--- config.mk ---
export PLATFORM = sky130hd
export DESIGN_NAME = sar_ramp_conv_ctrl_flat
export DESIGN_NICKNAME = d
export VERILOG_FILES = /design/src/rtl/sar_ramp_conv_ctrl_if.sv /design/src/rtl/sar_ramp_conv_ctrl.sv /design/src/flat_wrapper.sv
export SDC_FILE = /design/constraint.sdc
export NUM_CORES = 1
export LEC_CHECK = 0
export BUFFER_PORTS_ARGS = -buffer_cell sky130_fd_sc_hd__clkbuf_2
export CORE_ASPECT_RATIO = 0.8
export CORE_MARGIN = 4
export CORE_UTILIZATION = 60
export CTS_CLUSTER_DIAMETER = 60
export DETAILED_ROUTE_END_ITERATION = 6
export PLACE_DENSITY = 0.81
export SYNTH_ARGS = -nofsm -noshare
export SYNTH_HDL_FRONTEND = slang
export SYNTH_SLANG_ARGS = --single-unit
--- constraint.sdc ---
create_clock -name clk -period 6 [get_ports clk]
set_input_delay 1.2 -clock clk [delete_from_list [all_inputs] [get_ports clk]]
set_output_delay 1.2 -clock clk [all_outputs]
set_load 0.05 [all_outputs]
--- src/rtl/sar_ramp_conv_ctrl_if.sv ---
// Handshake and data bundle between the pin wrapper and the SAR/ramp
// conversion controller.
interface sar_ramp_conv_ctrl_if #(
  parameter int WIDTH = 8
);
  logic             start;
  logic             mode;
  logic             comp_in;
  logic [WIDTH-1:0] dac_code;
  logic             busy;
  logic             done;
  logic [WIDTH-1:0] result;
  logic             valid;
  logic             sat;

  modport master (
    output start, mode, comp_in,
    input  dac_code, busy, done, result, valid, sat
  );

  modport slave (
    input  start, mode, comp_in,
    output dac_code, busy, done, result, valid, sat
  );
endinterface

--- src/rtl/sar_ramp_conv_ctrl.sv ---
// Conversion controller: drives a DAC code and resolves the comparator
// by successive approximation (mode 0) or a linear ramp (mode 1).
module sar_ramp_conv_ctrl #(
  parameter int WIDTH       = 8,
  parameter int SETTLE      = 2,
  parameter int SYNC_STAGES = 2
) (
  input logic                 clk,
  input logic                 rst_n,
  sar_ramp_conv_ctrl_if.slave bus
);
  localparam int WAIT_LOAD = SETTLE + SYNC_STAGES - 1;
  localparam int CNT_W     = $clog2(WAIT_LOAD + 1);
  localparam int IDX_W     = (WIDTH > 1) ? $clog2(WIDTH) : 1;
  localparam logic [WIDTH-1:0] ALL_ONES = '1;

  typedef enum logic [2:0] {
    S_IDLE,
    S_TRIAL,
    S_WAIT,
    S_DECIDE,
    S_FINISH
  } state_t;

  state_t                 r_state;
  logic                   r_mode;
  logic [IDX_W-1:0]       r_idx;
  logic [CNT_W-1:0]       r_cnt;
  logic [WIDTH-1:0]       r_acc;
  logic [WIDTH-1:0]       r_dac;
  logic [WIDTH-1:0]       r_result;
  logic                   r_busy;
  logic                   r_done;
  logic                   r_valid;
  logic                   r_sat;
  logic [SYNC_STAGES-1:0] r_sync;

  logic                   w_comp_s;
  logic [WIDTH-1:0]       w_bit;
  logic [WIDTH-1:0]       w_sar_next;
  logic [WIDTH-1:0]       w_ramp_res;

  // One-hot mask of the SAR bit currently under trial.
  genvar gi;
  generate
    for (gi = 0; gi < WIDTH; gi++) begin : g_bit
      assign w_bit[gi] = (r_idx == IDX_W'(gi));
    end
  endgenerate

  assign w_comp_s   = r_sync[SYNC_STAGES-1];
  assign w_sar_next = w_comp_s ? r_dac : r_acc;
  // The ramp stops one step past the last passing code.
  assign w_ramp_res = (r_acc == '0) ? '0 : r_acc - WIDTH'(1);

  always_ff @(posedge clk or negedge rst_n) begin
    if (!rst_n) begin
      r_sync <= '0;
    end else begin
      r_sync <= {r_sync[SYNC_STAGES-2:0], bus.comp_in};
    end
  end

  always_ff @(posedge clk or negedge rst_n) begin
    if (!rst_n) begin
      r_state  <= S_IDLE;
      r_mode   <= 1'b0;
      r_idx    <= '0;
      r_cnt    <= '0;
      r_acc    <= '0;
      r_dac    <= '0;
      r_result <= '0;
      r_busy   <= 1'b0;
      r_done   <= 1'b0;
      r_valid  <= 1'b0;
      r_sat    <= 1'b0;
    end else begin
      r_done <= 1'b0;
      case (r_state)
        S_IDLE: begin
          if (bus.start) begin
            r_mode  <= bus.mode;
            r_valid <= 1'b0;
            r_sat   <= 1'b0;
            r_busy  <= 1'b1;
            r_acc   <= '0;
            r_idx   <= IDX_W'(WIDTH - 1);
            r_state <= S_TRIAL;
          end
        end
        S_TRIAL: begin
          r_dac   <= r_mode ? r_acc : (r_acc | w_bit);
          r_cnt   <= CNT_W'(WAIT_LOAD);
          r_state <= S_WAIT;
        end
        S_WAIT: begin
          r_cnt <= r_cnt - CNT_W'(1);
          if (r_cnt == CNT_W'(1)) begin
            r_state <= S_DECIDE;
          end
        end
        S_DECIDE: begin
          if (!r_mode) begin
            if (r_idx == '0) begin
              r_result <= w_sar_next;
              r_dac    <= w_sar_next;
              r_valid  <= 1'b1;
              r_done   <= 1'b1;
              r_state  <= S_FINISH;
            end else begin
              r_acc   <= w_sar_next;
              r_idx   <= r_idx - IDX_W'(1);
              r_state <= S_TRIAL;
            end
          end else if (!w_comp_s) begin
            r_result <= w_ramp_res;
            r_dac    <= w_ramp_res;
            r_valid  <= 1'b1;
            r_done   <= 1'b1;
            r_state  <= S_FINISH;
          end else if (r_acc == ALL_ONES) begin
            // Comparator never fell: saturate instead of wrapping.
            r_result <= ALL_ONES;
            r_dac    <= ALL_ONES;
            r_sat    <= 1'b1;
            r_valid  <= 1'b1;
            r_done   <= 1'b1;
            r_state  <= S_FINISH;
          end else begin
            r_acc   <= r_acc + WIDTH'(1);
            r_state <= S_TRIAL;
          end
        end
        S_FINISH: begin
          r_busy  <= 1'b0;
          r_state <= S_IDLE;
        end
        default: begin
          r_state <= S_IDLE;
        end
      endcase
    end
  end

  assign bus.dac_code = r_dac;
  assign bus.busy     = r_busy;
  assign bus.done     = r_done;
  assign bus.result   = r_result;
  assign bus.valid    = r_valid;
  assign bus.sat      = r_sat;
endmodule

--- src/flat_wrapper.sv ---
// flat-port wrapper written by rule: the top's interface ports become plain ports
module sar_ramp_conv_ctrl_flat 
#(
  parameter int WIDTH       = 8,
  parameter int SETTLE      = 2,
  parameter int SYNC_STAGES = 2
)
  (clk, rst_n, bus_start, bus_mode, bus_comp_in, bus_dac_code, bus_busy, bus_done, bus_result, bus_valid, bus_sat);
  sar_ramp_conv_ctrl_if #(.WIDTH(WIDTH)) bus_i ();
  input logic clk;
  input logic rst_n;
  input wire logic [$bits(bus_i.start)-1:0] bus_start;
  input wire logic [$bits(bus_i.mode)-1:0] bus_mode;
  input wire logic [$bits(bus_i.comp_in)-1:0] bus_comp_in;
  output wire logic [$bits(bus_i.dac_code)-1:0] bus_dac_code;
  output wire logic [$bits(bus_i.busy)-1:0] bus_busy;
  output wire logic [$bits(bus_i.done)-1:0] bus_done;
  output wire logic [$bits(bus_i.result)-1:0] bus_result;
  output wire logic [$bits(bus_i.valid)-1:0] bus_valid;
  output wire logic [$bits(bus_i.sat)-1:0] bus_sat;
  assign bus_i.start = bus_start;
  assign bus_i.mode = bus_mode;
  assign bus_i.comp_in = bus_comp_in;
  assign bus_dac_code = bus_i.dac_code;
  assign bus_busy = bus_i.busy;
  assign bus_done = bus_i.done;
  assign bus_result = bus_i.result;
  assign bus_valid = bus_i.valid;
  assign bus_sat = bus_i.sat;
  sar_ramp_conv_ctrl #(.WIDTH(WIDTH), .SETTLE(SETTLE), .SYNC_STAGES(SYNC_STAGES)) u_core (.clk(clk), .rst_n(rst_n), .bus(bus_i));
endmodule
* Word-level counts from Yosys, hierarchy flattened
Cells that the tools add are included.
** Word-level totals
- Output and inout port bits :: 20
- Bits in latches :: 0
- Bits in writable memories :: 0
- Register bits after elaboration :: 39
- Bits in read-only memories :: 0
- Memories :: 0
** Operators by class
- Multiplexer cells :: 42
- $mul :: 0
- Shift operators :: 0
- Bitwise logic cells :: 1
- Divide/modulo/power cells :: 0
- Order comparisons :: 0
- Reduce and logical (&&, ||, !) cells :: 17
- Add/subtract/negate cells :: 4
- Equal/unequal tests :: 26
** Operator list (number)
- 8-bit 2-to-1 mux :: 12
- 8-bit case mux with 2 select lines :: 2
- 3-bit 2-to-1 mux :: 9
- 3-bit == test, second input constant :: 5
- 1-bit 2-to-1 mux :: 13
- 3-bit by 2-bit == test with 1-bit output, second input constant :: 4
- 3-bit case mux with 4 select lines :: 1
- 5-bit AND reduction :: 2
- 2-bit nonzero test :: 5
- 3-bit != test, second input constant :: 3
- 8-bit by 1-bit adder with 8-bit output, second input constant :: 1
- 8-bit == test, second input constant :: 1
- 8-bit zero test :: 1
- 2-bit by 1-bit != test with 1-bit output, second input constant :: 4
- 8-bit bitwise OR :: 1
- 4-bit AND reduction :: 2
- 8-bit by 1-bit subtractor with 8-bit output, second input constant :: 1
- 3-bit by 1-bit == test with 1-bit output, second input constant :: 2
- 3-bit zero test :: 2
- 2-bit != test, second input constant :: 3
- 1-bit case mux with 2 select lines :: 3
- 3-bit case mux with 2 select lines :: 1
- 2-bit AND reduction :: 3
- 3-bit AND reduction :: 2
- 7 further kinds :: 7

* Longest topological paths before layout
- Depth after elaboration :: 5
- Depth in mapped cells :: 7
- Depth with buffers taken out :: 6

* Worst setup path before layout
OpenSTA, ideal clock, no wires.
- Path kind :: flip-flop to flip-flop
- Start point :: register u_core.r_acc[0]
- End point :: register u_core.r_result[0], in the netlist u_core.bus.result[0]
- Arrival :: 1.968 ns
- Path buffers :: 0
- Slack :: 3.907 ns
- Stages on the path, launching flop included :: 6
- Cells stage by stage :: dfrtp_1 > ha_1 > nand3_2 > o311a_4 > nor4_4 > mux2_2
** On the way
- Cells in the longest elaborated chain, start to end :: 4
- Elaborated cells between the ends (all ways) :: 10
** RTL lines
- from (decl) :: line sar_ramp_conv_ctrl.sv:29 : logic [WIDTH-1:0] r_acc;
- from (signal assigned) :: line sar_ramp_conv_ctrl.sv:111 : r_acc <= w_sar_next;
- from (signal assigned) :: line sar_ramp_conv_ctrl.sv:130 : r_acc <= r_acc + WIDTH'(1);
- 8-bit by 1-bit subtractor with 8-bit output or 8-bit zero test (tied branches) :: line sar_ramp_conv_ctrl.sv:54 : assign w_ramp_res = (r_acc == '0) ? '0 : r_acc - WIDTH'(1);
- 8-bit 2-to-1 mux :: line sar_ramp_conv_ctrl.sv:54
- 8-bit 2-to-1 mux :: line sar_ramp_conv_ctrl.sv:115 : end else if (!w_comp_s) begin
- 8-bit 2-to-1 mux :: line sar_ramp_conv_ctrl.sv:103 : if (!r_mode) begin
- to (signal assigned) :: line sar_ramp_conv_ctrl.sv:105 : r_result <= w_sar_next;
- to (signal assigned) :: line sar_ramp_conv_ctrl.sv:116 : r_result <= w_ramp_res;
- to (decl) :: line sar_ramp_conv_ctrl.sv:31 : logic [WIDTH-1:0] r_result;
Parallel ways exist; a longest one is shown, timed or not. The select of a mux whose other input is x is not followed.
A chain may end at the register's enable or synchronous reset.

* Final worst setup path
- Start point :: register u_core.r_acc[0]
- End point :: register u_core.r_result[7], in the netlist u_core.bus.result[7]
Same word-level chain as after synthesis.

==> flow_summary.json <==
{
  "start_kind": "register",
  "period_needed_ns": 2.79,
  "crit_family": "simple AND/OR/NAND/NOR gates",
  "clk_latency_ns": 0.30,
  "r2r_cells": 5,
  "cp.depth": 5,
  "wl_per_cell_um": 19.6,
  "cts_tree": "done",
  "fin_worst_skew_ns": 0.0132,
  "cp_max_fo": 12,
  "cts_made_buffers": 5,
  "rows": 20,
  "h-tree-depth": 2,
  "hold_viol": 0,
  "ctsResizeCount": 0,
  "async_reset_ff_share_pct": 100,
  "routed_wl_um": 6580,
  "syn_avg_cell_area_um2": 9.34,
  "grt_pass1_vias": 2162,
  "drtIter0Drc": 443,
  "grt_usage_pct": 26.9,
  "placed_cells": 328,
  "fin_crit_sh_pct": 46.5,
  "grt_overflow_total": 0,
  "vias": 2290,
  "placed_area_um2": 2630,
  "yosys.cell_types.count": 57,
  "hpwl_um": 4440,
  "critical_path_class": "register to register",
  "die_y_um": 66.1,
  "fin_setup_tns_ns": 0,
  "core_um2": 3930,
  "max_slew_margin_pct": 33.7,
  "layout_common_cells": "dfrtp_1 (39), clkbuf_2 (24), nand2_1 (20)",
  "gp_congestion": 0.941,
  "rsz0062_at_grt": "no",
  "clkTransAtPathRegs_ns": 0.09,
  "syn_to_final_growth_pct": 8.65,
  "drc": 0,
  "tightest_slew_ns": 0.995,
  "drtPass1Iterations": 5,
  "dieWidth_um": 80.6,
  "cp-end-kind": "register",
  "total_power_mw": 1.71,
  "cp.required_ns": 6.18,
  "cts_sinks": 39,
  "n_fill_cell": 320,
  "finalNonFillerCells": 336,
  "finalSetupViolCount": 0,
  "drive_gt1_share_pct": 18.5,
  "ys_warn_count": 0,
  "route.antenna.remaining_nets": 0,
  "ys_ff_latch": 39,
  "pin_count": 25,
  "antenna_found_initial": 0,
  "clock-root-buffer": "clkbuf_8",
  "power_leakage_nw": 1.16,
  "fmax_mhz": 358,
  "start_util_pct": 64.4,
  "whs_path_depth": 0,
  "worst-path-buf-inv": 0,
  "synth_top_flop_cell": "dfrtp_1",
  "grt_max_degree": 42,
  "clockBufferDepth": 2,
  "max_stage_delay_ns": 0.74,
  "dieArea_um2": 5330,
  "path_cells": "ha_1 > nand3_2 > o311a_4 > nor4_4 > mux2_2",
  "arrival_ns": 2.97,
  "synth-edff-count": 0,
  "critical_path.slowest_cell": "nor4_4",
  "min_path_type": "register to register",
  "grt_pass1_wl_um": 10800,
  "synthCells": 271,
  "ir_drop_mv": 0.347,
  "final_core_util_pct": 70.0,
  "synthesis.area_um2": 2530,
  "layout.cells.most_common": "dfrtp_1",
  "fin_nets": 294,
  "cts_setup_buffers": 0,
  "report.final.slew_viol_count": 0,
  "via_per_inst": 6.82,
  "status": "complete, no violations",
  "synthesis.nets": 285,
  "yosysSeqAreaShare_pct": 38.6,
  "portBuffers": 24,
  "postLayoutCellArea_um2": 2750,
  "drv_cap": 0,
  "power.density_nw_per_um2": 621,
  "insertedDiodeCount": 0,
  "postCtsHoldBufs": 0
}
[power by group]
part	switching, mW	total (mW)	internal [mW]
sequential	0.156	0.519	0.363
clock	0.103	0.230	0.126
combinational	0.617	0.958	0.341
total	0.877	1.71	0.830
[flip-flops by register name (all words and copies together) (netlist names)]
signal,count
u_core.bus.dac_code,8
u_core.bus.result,8
u_core.r_acc,8
u_core.r_idx,3
u_core.r_state,3
u_core.r_cnt,2
u_core.r_sync,2
u_core.bus.busy,1
u_core.bus.done,1
u_core.bus.sat,1
u_core.bus.valid,1
u_core.r_mode,1
[logic make-up after synthesis]
| kind of cell | count (synthesis) | synth area share [%] |
|---|---|---|
| buffers and inverters | 37 | 5.78 |
| multiplexers | 22 | 9.34 |
| AND/OR/NAND/NOR | 91 | 20.8 |
| XOR/XNOR | 2 | 0.692 |
| AO/OA/AOI/OAI | 71 | 20.4 |
| flip-flops | 39 | 38.6 |
| adder cells (fa/ha/maj) | 9 | 4.45 |
[final timing paths]
path | from | end | slack, ns
hold reg to reg | u_core.r_sync[0] | u_core.r_sync[1] | 0.36
min in group asynchronous | rst_n | u_core.bus.dac_code[5] | 1.05
max in group asynchronous | rst_n | u_core.bus.dac_code[1] | 4.33
hold / removal | u_core.r_sync[0] | u_core.r_sync[1] | 0.36
setup reg to reg | u_core.r_acc[0] | u_core.bus.result[7] | 3.21
setup / recovery | u_core.r_acc[0] | u_core.bus.result[7] | 3.21
[cell usage after synthesis (2+ instances only)]
cell / count / area share (%)
a211oi_1: 2 / 0.59
a21o_1: 3 / 0.89
a21oi_1: 13 / 2.6
a311o_1: 2 / 0.79
a311oi_1: 2 / 0.69
a31oi_1: 6 / 1.5
a32o_1: 2 / 0.79
buf_1: 3 / 0.44
buf_2: 5 / 0.99
clkbuf_1: 14 / 2.1
dfrtp_1: 39 / 39
ha_1: 9 / 4.4
inv_1: 13 / 1.9
mux2_2: 13 / 5.8
mux2i_1: 9 / 3.6
nand2_1: 20 / 3.0
nand2b_1: 5 / 1.2
nand3_1: 7 / 1.4
nand3b_1: 3 / 0.89
nor2_1: 9 / 1.3
nor2b_1: 6 / 1.5
nor3_1: 13 / 2.6
nor3b_1: 6 / 1.8
nor4_1: 5 / 1.2
nor4b_1: 4 / 1.4
o21a_1: 2 / 0.59
o21ai_0: 12 / 2.4
o221ai_1: 4 / 1.4
o22a_1: 4 / 1.4
o22ai_1: 4 / 0.99
o31a_1: 2 / 0.69
o31ai_1: 2 / 0.59
or3_1: 3 / 0.74
xnor2_1: 2 / 0.69
[through the flow]
| stage | worst slack [ns] | hold WS (ns) |
|---|---|---|
| floorplan | 3.91 | 0.331 |
| global placement | 3.39 | 0.337 |
| detailed placement | 3.30 | 0.342 |
| CTS | 3.27 | 0.363 |
| global route | 3.08 | 0.363 |
| finish | 3.21 | 0.361 |
[per-layer routing]
layer  up-vias  part of all wire (%)  global-route usage, %
met5         -                     0                      0
met4         0                   1.5                   8.86
met3        16                   8.3                   4.77
met2       143                    44                   40.3
met1      1109                    46                   39.3
li1       1022                     -                      -
[layout make-up]
class                      count  area (um2)  share of cell area (%)
tap                           55        68.8                    2.50
sequential                    39         976                    35.5
clock inverter                 3        47.5                    1.73
clock buffer                   5        68.8                    2.50
multi-input combinational    195        1410                    51.2
timing repair buffer          25         128                    4.64
inverter                      14        52.6                    1.91
[worst register-to-register path: stages, from the launching register on]
cell and delay, ns:
dfrtp_1 0.58, ha_1 0.35, nand3_2 0.14, o311a_4 0.46, nor4_4 0.74, mux2_2 0.41
(Power assumes the default switching activity.)
